$ cat config.mk
export PLATFORM = sky130hd
export DESIGN_NAME = gen_lane_packer_flat
export DESIGN_NICKNAME = d
export VERILOG_FILES = /design/src/rtl/gen_lane_packer_if.sv /design/src/rtl/gen_lane_packer.sv /design/src/flat_wrapper.sv
export SDC_FILE = /design/constraint.sdc
export NUM_CORES = 1
export LEC_CHECK = 0
export ABC_AREA = 1
export BUFFER_PORTS_ARGS = -buffer_cell sky130_fd_sc_hd__buf_4
export CAP_MARGIN = 20
export CORE_MARGIN = 3
export CORE_UTILIZATION = 35
export DETAILED_ROUTE_END_ITERATION = 10
export GPL_TIMING_DRIVEN = 0
export SETUP_SLACK_MARGIN = 0.15
export SKIP_LAST_GASP = 1
export SLEW_MARGIN = 20
export SYNTH_ARGS = -nofsm -noshare
export SYNTH_HDL_FRONTEND = slang
export SYNTH_SLANG_ARGS = --single-unit
$ cat constraint.sdc
create_clock -name clk -period 1.4 [get_ports clk]
set_clock_uncertainty 0.15 [all_clocks]
set_input_delay 0.21 -clock clk [delete_from_list [all_inputs] [get_ports clk]]
set_output_delay 0.21 -clock clk [all_outputs]
set_load 0.02 [all_outputs]
$ cat src/rtl/gen_lane_packer_if.sv
// Handshake bundle for gen_lane_packer: a narrow beat stream in, a wide packed word out.
// The master side drives beats and accepts words; the slave side is the packer itself.
interface gen_lane_packer_if #(
   parameter int unsigned LANE_WIDTH = 4,
   parameter int unsigned LANES      = 4
) ();

   logic                        in_valid;
   logic                        in_ready;
   logic [LANE_WIDTH-1:0]       in_data;
   logic                        in_last;
   logic                        out_valid;
   logic                        out_ready;
   logic [LANES*LANE_WIDTH-1:0] out_data;
   logic [LANES-1:0]            out_keep;
   logic                        out_last;

   modport master (
      output in_valid, in_data, in_last, out_ready,
      input  in_ready, out_valid, out_data, out_keep, out_last
   );

   modport slave (
      input  in_valid, in_data, in_last, out_ready,
      output in_ready, out_valid, out_data, out_keep, out_last
   );

endinterface

$ cat src/rtl/gen_lane_packer.sv
// Gathers LANES narrow beats into one wide word. A beat with in_last closes the word
// early, leaving unwritten lanes at zero with their keep bits clear.
// The interface instance must carry the same LANE_WIDTH/LANES as this module.
module gen_lane_packer #(
   parameter int unsigned LANE_WIDTH = 4,
   parameter int unsigned LANES      = 4,
   parameter bit          LSB_FIRST  = 1'b1
) (
   input logic              clk,
   input logic              rst_n,
   gen_lane_packer_if.slave bus
);

   localparam int unsigned     IdxW    = (LANES > 1) ? $clog2(LANES) : 1;
   localparam logic [IdxW-1:0] LastIdx = IdxW'(LANES - 1);

   typedef enum logic [0:0] {StFill, StHold} state_e;

   state_e                      state_q;
   logic [IdxW-1:0]             idx_q;
   logic                        out_valid_q;
   logic                        out_last_q;

   logic                        in_ready;
   logic                        accept;
   logic                        clear_all;
   logic                        close_word;
   logic [IdxW-1:0]             wr_idx;
   logic [IdxW-1:0]             tgt;
   logic [LANES*LANE_WIDTH-1:0] data;
   logic [LANES-1:0]            keep;

   // A held word frees the block only in the cycle the consumer takes it.
   assign in_ready  = (state_q == StFill) || bus.out_ready;
   assign accept    = bus.in_valid && in_ready;
   assign clear_all = (state_q == StHold) && bus.out_ready;

   // A beat accepted while a word is being drained always starts the next word.
   assign wr_idx     = (state_q == StFill) ? idx_q : '0;
   assign tgt        = LSB_FIRST ? wr_idx : (LastIdx - wr_idx);
   assign close_word = (wr_idx == LastIdx) || bus.in_last;

   // Fill/hold sequencing with registered out_valid and out_last.
   always_ff @(posedge clk or negedge rst_n) begin
      if (!rst_n) begin
         state_q     <= StFill;
         idx_q       <= '0;
         out_valid_q <= 1'b0;
         out_last_q  <= 1'b0;
      end else begin
         case (state_q)
            StFill: begin
               if (accept) begin
                  if (close_word) begin
                     state_q     <= StHold;
                     out_valid_q <= 1'b1;
                     out_last_q  <= bus.in_last;
                     idx_q       <= '0;
                  end else begin
                     idx_q <= idx_q + 1'b1;
                  end
               end
            end
            StHold: begin
               if (bus.out_ready) begin
                  if (accept && close_word) begin
                     state_q     <= StHold;
                     out_valid_q <= 1'b1;
                     out_last_q  <= bus.in_last;
                     idx_q       <= '0;
                  end else if (accept) begin
                     state_q     <= StFill;
                     out_valid_q <= 1'b0;
                     out_last_q  <= 1'b0;
                     idx_q       <= IdxW'(1);
                  end else begin
                     state_q     <= StFill;
                     out_valid_q <= 1'b0;
                     out_last_q  <= 1'b0;
                     idx_q       <= '0;
                  end
               end
            end
            default: state_q <= StFill;
         endcase
      end
   end

   for (genvar i = 0; i < LANES; i++) begin : g_lane
      localparam int unsigned Off = int'(i) * LANE_WIDTH;

      logic [LANE_WIDTH-1:0] lane_q;
      logic                  keep_q;
      logic                  wr;

      assign wr = accept && (tgt == IdxW'(i));

      // Lane storage: a write wins over the drain clear so a new word can start at once.
      always_ff @(posedge clk or negedge rst_n) begin
         if (!rst_n) begin
            lane_q <= '0;
            keep_q <= 1'b0;
         end else if (wr) begin
            lane_q <= bus.in_data;
            keep_q <= 1'b1;
         end else if (clear_all) begin
            lane_q <= '0;
            keep_q <= 1'b0;
         end
      end

      assign data[Off +: LANE_WIDTH] = lane_q;
      assign keep[i]                 = keep_q;
   end

   assign bus.in_ready  = in_ready;
   assign bus.out_valid = out_valid_q;
   assign bus.out_data  = data;
   assign bus.out_keep  = keep;
   assign bus.out_last  = out_last_q;

endmodule

$ cat src/flat_wrapper.sv
// flat-port wrapper written by rule: the top's interface ports become plain ports
module gen_lane_packer_flat 
#(
   parameter int unsigned LANE_WIDTH = 4,
   parameter int unsigned LANES      = 4,
   parameter bit          LSB_FIRST  = 1'b1
)
  (clk, rst_n, bus_in_valid, bus_in_data, bus_in_last, bus_out_ready, bus_in_ready, bus_out_valid, bus_out_data, bus_out_keep, bus_out_last);
  gen_lane_packer_if #(.LANE_WIDTH(LANE_WIDTH), .LANES(LANES)) bus_i ();
  input logic clk;
  input logic rst_n;
  input wire logic [$bits(bus_i.in_valid)-1:0] bus_in_valid;
  input wire logic [$bits(bus_i.in_data)-1:0] bus_in_data;
  input wire logic [$bits(bus_i.in_last)-1:0] bus_in_last;
  input wire logic [$bits(bus_i.out_ready)-1:0] bus_out_ready;
  output wire logic [$bits(bus_i.in_ready)-1:0] bus_in_ready;
  output wire logic [$bits(bus_i.out_valid)-1:0] bus_out_valid;
  output wire logic [$bits(bus_i.out_data)-1:0] bus_out_data;
  output wire logic [$bits(bus_i.out_keep)-1:0] bus_out_keep;
  output wire logic [$bits(bus_i.out_last)-1:0] bus_out_last;
  assign bus_i.in_valid = bus_in_valid;
  assign bus_i.in_data = bus_in_data;
  assign bus_i.in_last = bus_in_last;
  assign bus_i.out_ready = bus_out_ready;
  assign bus_in_ready = bus_i.in_ready;
  assign bus_out_valid = bus_i.out_valid;
  assign bus_out_data = bus_i.out_data;
  assign bus_out_keep = bus_i.out_keep;
  assign bus_out_last = bus_i.out_last;
  gen_lane_packer #(.LANE_WIDTH(LANE_WIDTH), .LANES(LANES), .LSB_FIRST(LSB_FIRST)) u_core (.clk(clk), .rst_n(rst_n), .bus(bus_i));
endmodule
Word-level counts from Yosys, hierarchy flattened:

Index checks and enable logic that the tools add are counted.

* register bits after elaboration: 25
* output and inout bits: 23
* logic and storage cells: 67

* add/sub/neg operators: 1
* equality and inequality tests: 6
* multiplexer cells: 31
* bitwise logic cells: 1
* reduce and logical (&&, ||, !) cells: 16

Operator list (number)
* 2-to-1 mux 4 bit: 5
* 2-to-1 mux 1 bit: 17
* 2-to-1 mux 2 bit: 5
* nonzero test 2 bit: 4
* logical AND 1 bit: 7
* case mux 1 bit (2 select lines): 3
* equality test 2 bit (second input constant): 2
* inequality test 2 x 1 -> 1 bit (second input constant): 2
* case mux 2 bit (2 select lines): 1
* AND reduction 3 bit: 1
* adder 2 x 1 -> 2 bit (second input constant): 1
* equality test 2 x 1 -> 1 bit (second input constant): 1
* logical NOT 2 bit: 1
* logical OR 1 bit: 2
* inequality test 2 bit (second input constant): 1
* AND reduction 2 bit: 1
* NOT 1 bit: 1

Depth between registers and ports, before layout:

Gate-level depths: netlist of the first run.

* word-level depth: 7
* mapped depth: 6
* mapped depth without buffers: 6

Worst setup path before layout of the first run:

No wires, ideal clock.

* kind: register -> register
* from: register u_core.state_q
* to: register u_core.out_last_q (netlist: u_core.bus.out_last)
* arrival time: 958 ps
* data required time: 1133 ps
* slack: 175 ps
* cell stages (with the launch flop): 5
* cell sequence: dfrtp_1 -> a21oi_4 -> nand2_2 -> nand3_2 -> nand2_1

* word-level cells in the longest chain between the ends: 7
* elaborated cells between the ends (all ways): 14
* classes of those cells: 4 x eq/ne; 4 x mux; 1 x bitwise; 5 x reduce/logical

Ends and longest elaborated chain
* start: declaration: line gen_lane_packer.sv:19 `state_e state_q;`
* start signal: assignment: line gen_lane_packer.sv:46 `state_q <= StFill;`
* start signal: assignment: line gen_lane_packer.sv:55 `state_q <= StHold;`
* start signal: assignment: line gen_lane_packer.sv:67 `state_q <= StHold;`
* 2-to-1 mux 2 bit or NOT 1 bit (tied branches)
* equality test 2 bit or logical OR 1 bit (tied branches): line gen_lane_packer.sv:41, gen_lane_packer.sv:34
* logical OR 1 bit or logical AND 1 bit (tied branches): line gen_lane_packer.sv:41, gen_lane_packer.sv:35
* logical AND 1 bit: line gen_lane_packer.sv:66 `if (accept && close_word) begin`
* 2-to-1 mux 1 bit: line gen_lane_packer.sv:66
* 2-to-1 mux 1 bit: line gen_lane_packer.sv:65 `if (bus.out_ready) begin`
* case mux 1 bit (2 select lines): line gen_lane_packer.sv:51 `case (state_q)`
* end signal: assignment: line gen_lane_packer.sv:57 `out_last_q <= bus.in_last;`
* end signal: assignment: line gen_lane_packer.sv:69 `out_last_q <= bus.in_last;`
* end: declaration: line gen_lane_packer.sv:22 `logic out_last_q;`

Parallel ways exist; a longest one is shown, timed or not. The select of a mux whose other input is x is not followed.
A chain may end at the register's enable or synchronous reset.

Worst setup path after layout of the first run:

* from: register u_core.state_q
* to: register u_core.g_lane[2].lane_q[1]

* word-level cells in the longest chain between the ends: 5
* elaborated cells between the ends (all ways): 9
* classes of those cells: 1 x eq/ne; 2 x mux; 1 x bitwise; 5 x reduce/logical

Ends and longest elaborated chain
* branches (longest 5 deep; another with 2-to-1 mux 4 bit)
* end signal: assignment: line gen_lane_packer.sv:104 `lane_q <= bus.in_data;`
* end: declaration: line gen_lane_packer.sv:92 `logic [LANE_WIDTH-1:0] lane_q;`

Several ways; the timed one is not identified.

==> results of run 1 <==
synth_stat cells (all sizes together):
cell type | count | area share
nand3 | 24 | 0.12
o21ai | 16 | 0.082
buf | 6 | 0.044
nand2 | 25 | 0.10
nand4 | 3 | 0.036
inv | 10 | 0.036
nor2 | 1 | 0.0056
a21oi | 1 | 0.015
dfrtp | 25 | 0.56
power by group through the flow:
| stage | combinational [W] | sequential [W] | clock (W) |
|---|---|---|---|
| floorplan | 0.000303 | 0.00109 | 0 |
| global placement | 0.000700 | 0.000977 | 0 |
| detailed placement | 0.000706 | 0.000986 | 0 |
| CTS | 0.00102 | 0.000991 | 0.000358 |
| global route | 0.00121 | 0.00101 | 0.000374 |
| finish | 0.00112 | 0.000989 | 0.000339 |
per-stage QoR:
stage	setup WS, ns	setup TNS (ns)	instances
floorplan	0.175	0	111
global placement	0.0670	0	184
detailed placement	0.0209	0	184
CTS	0.0443	0	214
global route	-0.0246	-0.133	225
finish	0.0375	0	225
worst min path at each step:
stage	startpoint	end	slack [ns]
floorplan	rst_n	u_core.bus.out_last	-0.24
global placement	rst_n	u_core.g_lane[0].keep_q	-0.02
detailed placement	rst_n	u_core.g_lane[1].keep_q	-0.02
CTS	bus_out_ready	u_core.state_q	0.04
global route	bus_in_valid	u_core.g_lane[1].lane_q[3]	0.09
finish	bus_in_valid	u_core.g_lane[1].lane_q[3]	0.10
layer usage:
layer | vias up | track usage
met3 | 2 | 0.0378
met5 | - | 0
met1 | 513 | 0.215
met4 | 0 | 0.0331
li1 | 519 | -
met2 | 36 | 0.301
worst max-delay path: cells and delay by family, from the launching register on:
family | cells | cell delay [ns]
AO/OA/AOI/OAI | 1 | 0.08
buffers and inverters | 3 | 0.45
flip-flops | 1 | 0.46
AND/OR/NAND/NOR | 2 | 0.18
state kept, by name (all words and copies together) (netlist names):
| name | cells |
|---|---|
| u_core.bus.out_last | 1 |
| u_core.g_lane.keep_q | 4 |
| u_core.g_lane.lane_q | 16 |
| u_core.bus.out_valid | 1 |
| u_core.idx_q | 2 |
| u_core.state_q | 1 |
placed cells by master, fill, tap and decap left out, drive strengths merged:
master       netlist  layout
nand3             24      25
dlygate4sd3        0       6
inv               10      10
buf                6      66
clkbuf             0       3
nand2             25      25
a21oi              1       1
nand4              3       4
nor2               1       1
dfrtp             25      25
o21ai             16      16
clkinvlp           0       1
logic make-up (layout without fill, tap and decap cells):
| family | after synthesis | in the layout | synth area share |
|---|---|---|---|
| and+or+nand+nor | 53 | 55 | 0.259 |
| AOI/OAI and AO/OA | 17 | 17 | 0.0970 |
| buffers and inverters | 16 | 86 | 0.0800 |
| DFF | 25 | 25 | 0.564 |
final cells by class:
type | instances | area, sq um
Tap cell | 42 | 52.6
Sequential cell | 25 | 629
Buffer | 6 | 63.8
Clock buffer | 3 | 22.5
Multi-Input combinational cell | 72 | 452
Clock inverter | 1 | 7.51
Inverter | 10 | 40.0
Fill cell | 239 | 998
Timing Repair Buffer | 66 | 611
what timing repair did:
action,in CTS,in global routing
setup endpoints to repair,47,48
pin swaps,3,1
hold buffers,6,0
setup buffers,17,11
hold endpoints to repair,30,0
gates resized for setup,41,5
cloned,3,0
==> summary.md, run 1 <==
| Metric | Value |
|---|---|
| # DRC | `0` |
| Area of the mapped netlist | `1110 sq um` |
| First-pass GRT wire length | `5.29 mm` |
| Worst reg-to-reg path cell count | `6` |
| Detail Route Antenna Nets | `0` |
| Initial Utilization | `0.386` |
| Metal2 WL | `1.60 mm` |
| RSZ-0062 raised after global routing | `yes` |
| Comb pwr share | `0.458` |
| TritonCTS clock tree | `yes` |
| Avg Cell Area, Syn | `10.0 sq um` |
| Total power | `0.00245 W` |
| Reg clk slew, reported paths | `0.15 ns` |
| Arrival time at the worst endpoint | `1.48 ns` |
| H-tree depth | `1` |
| Placed inst area | `1400 sq um` |
| Lkg Pwr | `0.946 nW` |
| IO Count | `32` |
| Die area | `3880 sq um` |
| Design area | `1880 sq um` |
| Fmax | `734 MHz` |
| Slew Limit Fails | `0` |
| Total track usage | `0.171` |
| Critical Path Sink | `u_core.g_lane[2].lane_q[1]` |
| VDD IR max | `774 uV` |
| IO buf count | `31` |
| Num rows | `19` |
| CP dominant cell by count | `buf_4` |
| Final core occ | `0.653` |
| Clock sinks | `25` |
| Die H | `62.3 microns` |
| Vias post-DR | `1,070` |
| Outcome | `completed` |
| Max-cap violations | `0` |
| Max layer used | `met4` |
| R2r endpoint | `u_core.g_lane[2].lane_q[1]` |
| WL per Instance | `13.5 microns` |
| Chip Width | `62.3 microns` |
| Worst Path Max Fanout | `6` |
| Inserted Clock Buffers | `3` |
| Worst hold slack | `0.101 ns` |
| Iter 0 DRT Violations | `32` |
| Internal Power | `0.00159 W` |
| Crit Path Class | `reg -> reg` |
| Part of the cycle the worst path needs | `0.973` |
| Vias in the first global route | `1,117` |
| Worst Hold Class | `in -> reg` |
| Final setup vio count | `0` |
| CTS Buffer Depth | `2` |
| Total Nets Final | `193` |
| Core box area | `2880 sq um` |
| PwrDens | `1300 nW/um^2` |
| Worst EP required | `1.51 ns` |
| Via-to-Cell Ratio | `4.76` |
| Seq/Total Area, Yosys | `0.564` |
| P&R area growth vs syn | `69.2%` |
| Slew @ Worst Pin | `0.327 ns` |
| Minimum clock period | `1.36 ns` |
| CP startpoint | `u_core.state_q` |
| Worst r2r src | `u_core.state_q` |
| Sw Ratio | `0.350` |
| Startpoint Class | `flip-flop` |
| Hold Path Depth | `3` |
| Maximum number of pins on one net before global-route repair | `26` |
| Layout cells sized above 1 | `0.497` |
| Overflow after GRT | `0` |
| Net Sw Power | `0.000857 W` |
| Relative slew slack | `0.782` |
| Met1 WL | `1.26 mm` |
| Hpwl dp | `1.74 mm` |
| Sequential power share | `0.404` |
| #FFs+latches synth | `25` |
| CTS root buffer | `clkbuf_4` |
| ANT cells | `0` |
| Mapped Nets | `120` |
| Worst Setup End Kind | `flip-flop` |
| Post-synthesis instance total | `111` |
| Slowest stage delay, CP | `0.46 ns` |
| GP Congestion | `0.894` |
| Final Hold Viols | `0` |
| Antenna violations before repair | `0` |
| Critical Path Slowest Stage Cell | `dfrtp_2` |
| Drt first pass iters | `4` |
| FF-to-FF setup slack | `0.04 ns` |
| Clock Latency Late Sink | `0.32 ns` |
| CP cell instances | `buf_4, buf_4, nand2_4, buf_2, nand3_1, o21ai_0` |
| Cell variety after synth | `19` |
| Clock power frac | `0.139` |
| Final WL | `3.03 mm` |
| Ys Warns | `0` |
| Met3 wire length | `162 microns` |
(Power assumes the default switching activity.)
==> run 2: changes to the inputs <==
- CAP_MARGIN: 20 -> default
- GPL_TIMING_DRIVEN: 0 -> default
==> summary.md, run 2 (same netlist as run 1, synthesis figures left out) <==
| Metric | Value |
|---|---|
| Layout cells sized above 1 | `0.492 (was 0.497)` |
| Maximum number of pins on one net before global-route repair | `26 (unchanged)` |
| Drt first pass iters | `4 (unchanged)` |
| Hpwl dp | `1.72 mm (was 1.74 mm)` |
| Chip Width | `62.3 microns (unchanged)` |
| Delay-heaviest family, CP | `flip-flops (unchanged)` |
| Total Nets Final | `187 (was 193)` |
| Reg clk slew, reported paths | `0.15 ns (about the same)` |
| PwrDens | `1290 nW/um^2 (was 1300 nW/um^2)` |
| Startpoint Class | `flip-flop (unchanged)` |
| Fill count | `242 (was 239)` |
| Final core occ | `0.635 (was 0.653)` |
| Worst EP required | `1.51 ns (about the same)` |
| Die area | `3880 sq um (unchanged)` |
| Sw Ratio | `0.357 (was 0.350)` |
| # DRC | `0 (unchanged)` |
| Placed inst area | `1350 sq um (was 1400 sq um)` |
| First-pass GRT wire length | `4.87 mm (was 5.29 mm)` |
| ANT cells | `0 (unchanged)` |
| Overflow after GRT | `0 (unchanged)` |
| IO Count | `32 (unchanged)` |
| Worst Hold Class | `in -> reg (unchanged)` |
| Arrival time at the worst endpoint | `1.46 ns (was 1.48 ns)` |
| Slew @ Worst Pin | `0.358 ns (was 0.327 ns)` |
| Core box area | `2880 sq um (unchanged)` |
| Total track usage | `0.155 (was 0.171)` |
| TritonCTS clock tree | `yes (unchanged)` |
| VDD IR max | `560 uV (was 774 uV)` |
| WL per Instance | `13.7 microns (was 13.5 microns)` |
| Clock sinks | `25 (unchanged)` |
| Largest register by flop count | `u_core.g_lane.lane_q (unchanged)` |
| CTS Buffer Depth | `2 (unchanged)` |
| Via-to-Cell Ratio | `4.83 (was 4.76)` |
| CP cell instances | `buf_6, a21oi_4, buf_4, nand3_1, nand2_1 (was buf_4, buf_4, nand2_4, buf_2, nand3_1, o21ai_0)` |
| H-tree depth | `1 (unchanged)` |
| Num rows | `19 (unchanged)` |
| Outcome | `completed (unchanged)` |
| Initial Utilization | `0.386 (unchanged)` |
| Comb pwr share | `0.443 (was 0.458)` |
| GP Congestion | `0.806 (was 0.894)` |
| Worst Path Max Fanout | `7 (was 6)` |
| Final Hold Viols | `0 (unchanged)` |
| Net Sw Power | `0.000841 W (was 0.000857 W)` |
| RSZ-0062 raised after global routing | `yes (unchanged)` |
| Vias post-DR | `1,057 (was 1,070)` |
| Minimum clock period | `1.35 ns (was 1.36 ns)` |
| Lkg Pwr | `0.912 nW (was 0.946 nW)` |
| IO buf count | `31 (unchanged)` |
| Fmax | `742 MHz (was 734 MHz)` |
| Most frequent cells in the layout | `buf_4 (36), buf_6 (24), dfrtp_1 (22) (was buf_4 (35), buf_6 (29), dfrtp_1 (22))` |
| Worst Setup End Kind | `flip-flop (unchanged)` |
| Vias in the first global route | `1,044 (was 1,117)` |
| Detail Route Antenna Nets | `0 (unchanged)` |
| P&R area growth vs syn | `64.6% (was 69.2%)` |
| Critical Path Slowest Stage Cell | `dfrtp_2 (unchanged)` |
| Max-cap violations | `0 (unchanged)` |
| Internal Power | `0.00152 W (was 0.00159 W)` |
| Design area | `1830 sq um (was 1880 sq um)` |
| Number of flip-flops in the largest register | `16 (unchanged)` |
| Final Non-Filler Cells | `219 (was 225)` |
| Relative slew slack | `0.759 (was 0.782)` |
| Die H | `62.3 microns (unchanged)` |
| Crit Path Class | `reg -> reg (unchanged)` |
| Clock power frac | `0.140 (was 0.139)` |
| Largest regs | `u_core.g_lane.lane_q (16), u_core.g_lane.keep_q (4), u_core.idx_q (2) (unchanged)` |
| Placed instance count | `178 (was 184)` |
| Final setup vio count | `0 (unchanged)` |
| Commonest non-fill, non-tap cell in the layout | `buf_4 (unchanged)` |
| Sequential power share | `0.416 (was 0.404)` |
| Total power | `0.00236 W (was 0.00245 W)` |
| Buf/Inv on CP | `2 (was 3)` |
| Slowest stage delay, CP | `0.46 ns (about the same)` |
| Inserted Clock Buffers | `3 (unchanged)` |
| Iter 0 DRT Violations | `45 (was 32)` |
| Final WL | `3.00 mm (was 3.03 mm)` |
| Clock Latency Late Sink | `0.32 ns (about the same)` |
| Slew Limit Fails | `0 (unchanged)` |
| Antenna violations before repair | `0 (unchanged)` |
| CTS root buffer | `clkbuf_4 (unchanged)` |
| Part of the cycle the worst path needs | `0.963 (was 0.973)` |
run 2: worst register-to-register path, cell delays in order (launching register included):
cell and delay (ns):
dfrtp_2 0.46, buf_6 0.14, a21oi_4 0.24, buf_4 0.17, nand3_1 0.07, nand2_1 0.08
run 2: power by group through the flow:
stage / clock network (W) / logic [W] / registers (W)
2_1_floorplan: 0 / 0.000303 / 0.00109
3_3_place_gp: 0 / 0.000652 / 0.000981
3_5_place_dp: 0 / 0.000656 / 0.000985
4_1_cts: 0.000351 / 0.000930 / 0.000979
5_1_grt: 0.000386 / 0.00112 / 0.00100
6_report: 0.000331 / 0.00105 / 0.000982
run 2: stage by stage:
step	hold slack, ns	setup WS, ns	setup TNS [ns]
2_1_floorplan	-0.236	0.175	0
3_3_place_gp	-0.0177	0.0381	0
3_5_place_dp	-0.0167	0.0604	0
4_1_cts	0.00727	0.0724	0
5_1_grt	0.0792	-0.0254	-0.0563
6_report	0.0947	0.0522	0
run 2: per-layer routing:
layer	part of all wire	track usage
met4	0.016	0.0661
met3	0.047	0.0324
met5	0	0
met1	0.44	0.206
met2	0.50	0.245
run 2: path summary, 6_finish.rpt:
check / from / end / slack (ns) / cells after the start
max reg2reg: u_core.state_q / u_core.g_lane[0].lane_q[2] / 0.05 / 5
max: u_core.state_q / u_core.g_lane[0].lane_q[2] / 0.05 / 5
min reg2reg: u_core.g_lane[0].keep_q / u_core.g_lane[0].keep_q / 0.38 / 2
min in group asynchronous: rst_n / u_core.g_lane[3].keep_q / 0.16 / 2
max in group asynchronous: rst_n / u_core.state_q / 0.66 / 2
min: bus_in_valid / u_core.g_lane[2].lane_q[0] / 0.09 / 3
run 2: cell type report:
type / instances / area [sq um] / area share
Clock inverter: 1 / 7.51 / 0.00411
Clock buffer: 3 / 22.5 / 0.0123
Sequential cell: 25 / 629 / 0.345
Timing Repair Buffer: 66 / 601 / 0.329
Tap cell: 42 / 52.6 / 0.0288
Inverter: 10 / 40.0 / 0.0219
Multi-Input combinational cell: 72 / 474 / 0.260
run 2: repair_timing:
| action | CTS | global route |
|---|---|---|
| hold buffers | 5 | 1 |
| gates cloned | 1 | 1 |
| pin swaps | 7 | 2 |
| setup endpoints to repair | 42 | 46 |
| setup buffers | 21 | 8 |
| hold endpoints to repair | 29 | 1 |
| resized for setup | 30 | 12 |
==> run 3: changes to the inputs <==
- ABC_AREA: 1 -> default
==> summary.md, run 3 <==
| Metric | Value |
|---|---|
| Outcome | `finished, violations left (was completed)` |
| Failing checks | `negative setup slack` |
| Worst Setup End Kind | `primary output (was flip-flop)` |
| Ys Warns | `0 (unchanged)` |
| Fmax | `679 MHz (was 742 MHz)` |
| P&R area growth vs syn | `59.1% (was 64.6%)` |
| WL per Instance | `15.0 microns (was 13.7 microns)` |
| Chip Width | `63.7 microns (was 62.3 microns)` |
| H-tree depth | `1 (unchanged)` |
| R2r endpoint | `u_core.g_lane[0].lane_q[0] (was u_core.g_lane[0].lane_q[2])` |
| Die H | `63.7 microns (was 62.3 microns)` |
| Synth Flop Type | `dfrtp_1 (unchanged)` |
| Worst Hold Class | `in -> reg (unchanged)` |
| Count leader, synth | `nand2_1 (was dfrtp_1)` |
| Crit Path Class | `reg -> out (was reg -> reg)` |
| Max-cap violations | `0 (unchanged)` |
| RSZ-0062 raised after global routing | `yes (unchanged)` |
| IO Count | `32 (unchanged)` |
| Fill count | `273 (was 242)` |
| # DRC | `0 (unchanged)` |
| Mapped Nets | `120 (unchanged)` |
| Area of the mapped netlist | `1160 sq um (was 1110 sq um)` |
| Antenna violations before repair | `0 (unchanged)` |
| Num rows | `20 (was 19)` |
| Detail Route Antenna Nets | `0 (unchanged)` |
| Layout cells sized above 1 | `0.515 (was 0.492)` |
| Clock sinks | `25 (unchanged)` |
| TritonCTS clock tree | `yes (unchanged)` |
| Post-synthesis instance total | `111 (unchanged)` |
| GP Congestion | `0.822 (was 0.806)` |
| Most area-consuming cells after synthesis | `dfrtp_1 (54%), nand2_1 (8.7%), o21ai_1 (5.2%) (was dfrtp_1 (56%), nand3_1 (9.9%), nand2_1 (7.4%))` |
| #FFs+latches synth | `25 (unchanged)` |
| Total power | `0.00200 W (was 0.00236 W)` |
| Seq/Total Area, Yosys | `0.537 (was 0.564)` |
| Worst reg-to-reg path cell count | `4 (was 5)` |
| Critical Path Sink | `bus_in_ready (was u_core.g_lane[0].lane_q[2])` |
| CTS root buffer | `clkbuf_4 (unchanged)` |
| Slew @ Worst Pin | `0.313 ns (was 0.358 ns)` |
| Cell variety after synth | `26 (was 19)` |
| Area leader, netlist | `dfrtp_1 (unchanged)` |
| Part of the cycle the worst path needs | `1.05 (was 0.963)` |
| Setup_tns | `-0.112 ns (was 0 ns)` |
| Number of flip-flops in the largest register | `16 (unchanged)` |
| Most frequent cells in the layout | `buf_6 (29), buf_4 (26), nand2_1 (24) (was buf_4 (36), buf_6 (24), dfrtp_1 (22))` |
| Slew Limit Fails | `0 (unchanged)` |
| Total track usage | `0.156 (was 0.155)` |
| Startpoint Class | `flip-flop (unchanged)` |
| Inserted Clock Buffers | `3 (unchanged)` |
| Iter 0 DRT Violations | `22 (was 45)` |
| CP startpoint | `u_core.state_q (unchanged)` |
| Worst EP required | `1.04 ns (was 1.51 ns)` |
| Worst Path Max Fanout | `2 (was 7)` |
| Final Hold Viols | `0 (unchanged)` |
| Overflow after GRT | `0 (unchanged)` |
| IO buf count | `31 (unchanged)` |
| Number of flops mapped to enable cells by yosys | `0 (unchanged)` |
| Lkg Pwr | `0.901 nW (was 0.912 nW)` |
| Initial Utilization | `0.375 (was 0.386)` |
| Vias in the first global route | `1,001 (was 1,044)` |
| First-pass GRT wire length | `4.99 mm (was 4.87 mm)` |
| Relative slew slack | `0.791 (was 0.759)` |
| Hpwl dp | `1.77 mm (was 1.72 mm)` |
| PnR worst setup slack | `-0.0733 ns (was 0.0522 ns)` |
| Area fraction of the dominant cell type after synthesis | `0.537 (was 0.564)` |
| CTS Buffer Depth | `2 (unchanged)` |
| Core box area | `3100 sq um (was 2880 sq um)` |
| Reg clk slew, reported paths | `0.13 ns (was 0.15 ns)` |
| Final WL | `3.19 mm (was 3.00 mm)` |
| Vias post-DR | `1,046 (was 1,057)` |
| VDD IR max | `583 uV (was 560 uV)` |
| Asr flop ratio synth | `1.00 (unchanged)` |
| Top post-synthesis cells by count | `nand2_1 (27), dfrtp_1 (25), o21ai_1 (12), buf_4 (7) (was dfrtp_1 (25), nand2_1 (22), nand3_1 (22), o21ai_0 (12), inv_1 (8))` |
| Drt first pass iters | `4 (unchanged)` |
| Minimum clock period | `1.47 ns (was 1.35 ns)` |
| ANT cells | `0 (unchanged)` |
| Avg Cell Area, Syn | `10.5 sq um (was 10.0 sq um)` |
| Commonest non-fill, non-tap cell in the layout | `buf_6 (was buf_4)` |
| Worst r2r src | `u_core.state_q (unchanged)` |
| Total Nets Final | `179 (was 187)` |
| Largest register by flop count | `u_core.g_lane.lane_q (unchanged)` |
| Worst Hold Launch | `bus_in_last (was bus_in_valid)` |
| Largest regs | `u_core.g_lane.lane_q (16), u_core.g_lane.keep_q (4), u_core.idx_q (2) (unchanged)` |
| Maximum number of pins on one net before global-route repair | `26 (unchanged)` |
| Final setup vio count | `5 (was 0)` |
| Clock Latency Late Sink | `0.31 ns (was 0.32 ns)` |
| FF-to-FF setup slack | `-0.01 ns (was 0.05 ns)` |
| Arrival time at the worst endpoint | `1.11 ns (was 1.46 ns)` |
| PwrDens | `1080 nW/um^2 (was 1290 nW/um^2)` |
| Die area | `4060 sq um (was 3880 sq um)` |
| Via-to-Cell Ratio | `4.91 (was 4.83)` |
-- run 3: worst min path at each step --
stage	endpoint	cells after the start	slack, ns
final	u_core.state_q	3	0.1
after global routing	u_core.state_q	3	0.11
after detailed placement	u_core.g_lane[3].keep_q	1	-0.02
after global placement	u_core.g_lane[3].keep_q	1	-0.02
after CTS	u_core.bus.out_last	3	0.1
after floorplan	u_core.bus.out_last	0	-0.24
-- run 3: area by class of cell --
type	instances	area (sq um)	area share
multi-input combinational	75	529	0.286
sequential	25	629	0.340
clock buffer	4	26.3	0.0142
inverter	3	11.3	0.00608
timing repair buffer	62	602	0.325
tap	44	55.1	0.0297
-- run 3: metrics by stage --
| stage | utilization | hold slack, ns | setup slack [ns] | cells | instance area (sq um) |
|---|---|---|---|---|---|
| floorplan | - | -0.236 | 0.105 | 111 | 1170 |
| global placement | 0.453 | -0.0224 | 0.0302 | 178 | 1410 |
| detailed placement | 0.453 | -0.0182 | -0.00839 | 178 | 1410 |
| CTS | 0.527 | 0.0983 | -0.0704 | 200 | 1630 |
| global route | 0.597 | 0.112 | -0.139 | 213 | 1850 |
| finish | 0.597 | 0.0985 | -0.0733 | 213 | 1850 |
-- run 3: kinds of logic (layout without fill, tap and decap cells) --
kind of cell | Yosys count | in the layout | share of synthesized area
and+or+nand+nor | 36 | 39 | 0.171
AOI/OAI and AO/OA | 36 | 36 | 0.209
buffers and inverters | 14 | 69 | 0.0827
DFF | 25 | 25 | 0.537
-- run 3: critical path, cell delays in order, from the launching register on --
cell	delay [ns]
dfrtp_2	0.43
and2b_2	0.21
inv_2	0.06
buf_6	0.11
-- run 3: metal layers --
layer	vias up	share of wire	track usage
met3	4	0.033	0.0285
met2	25	0.48	0.250
li1	507	-	-
met1	510	0.47	0.212
met5	-	0	0
met4	0	0.013	0.0512
-- run 3: timing repair --
action,4_1_cts,5_1_grt
buffers inserted,9,13
gates resized for setup,15,32
hold buffers,6,0
endpoints found under the hold margin,36,0
gates cloned,3,0
endpoints found under the setup margin,33,47
pin swaps,4,10
-- run 3: power breakdown --
part	switching (W)	internal (W)
logic	0.000341	0.000429
registers	0.0000887	0.000822
clock network	0.000209	0.000111
total	0.000639	0.00136
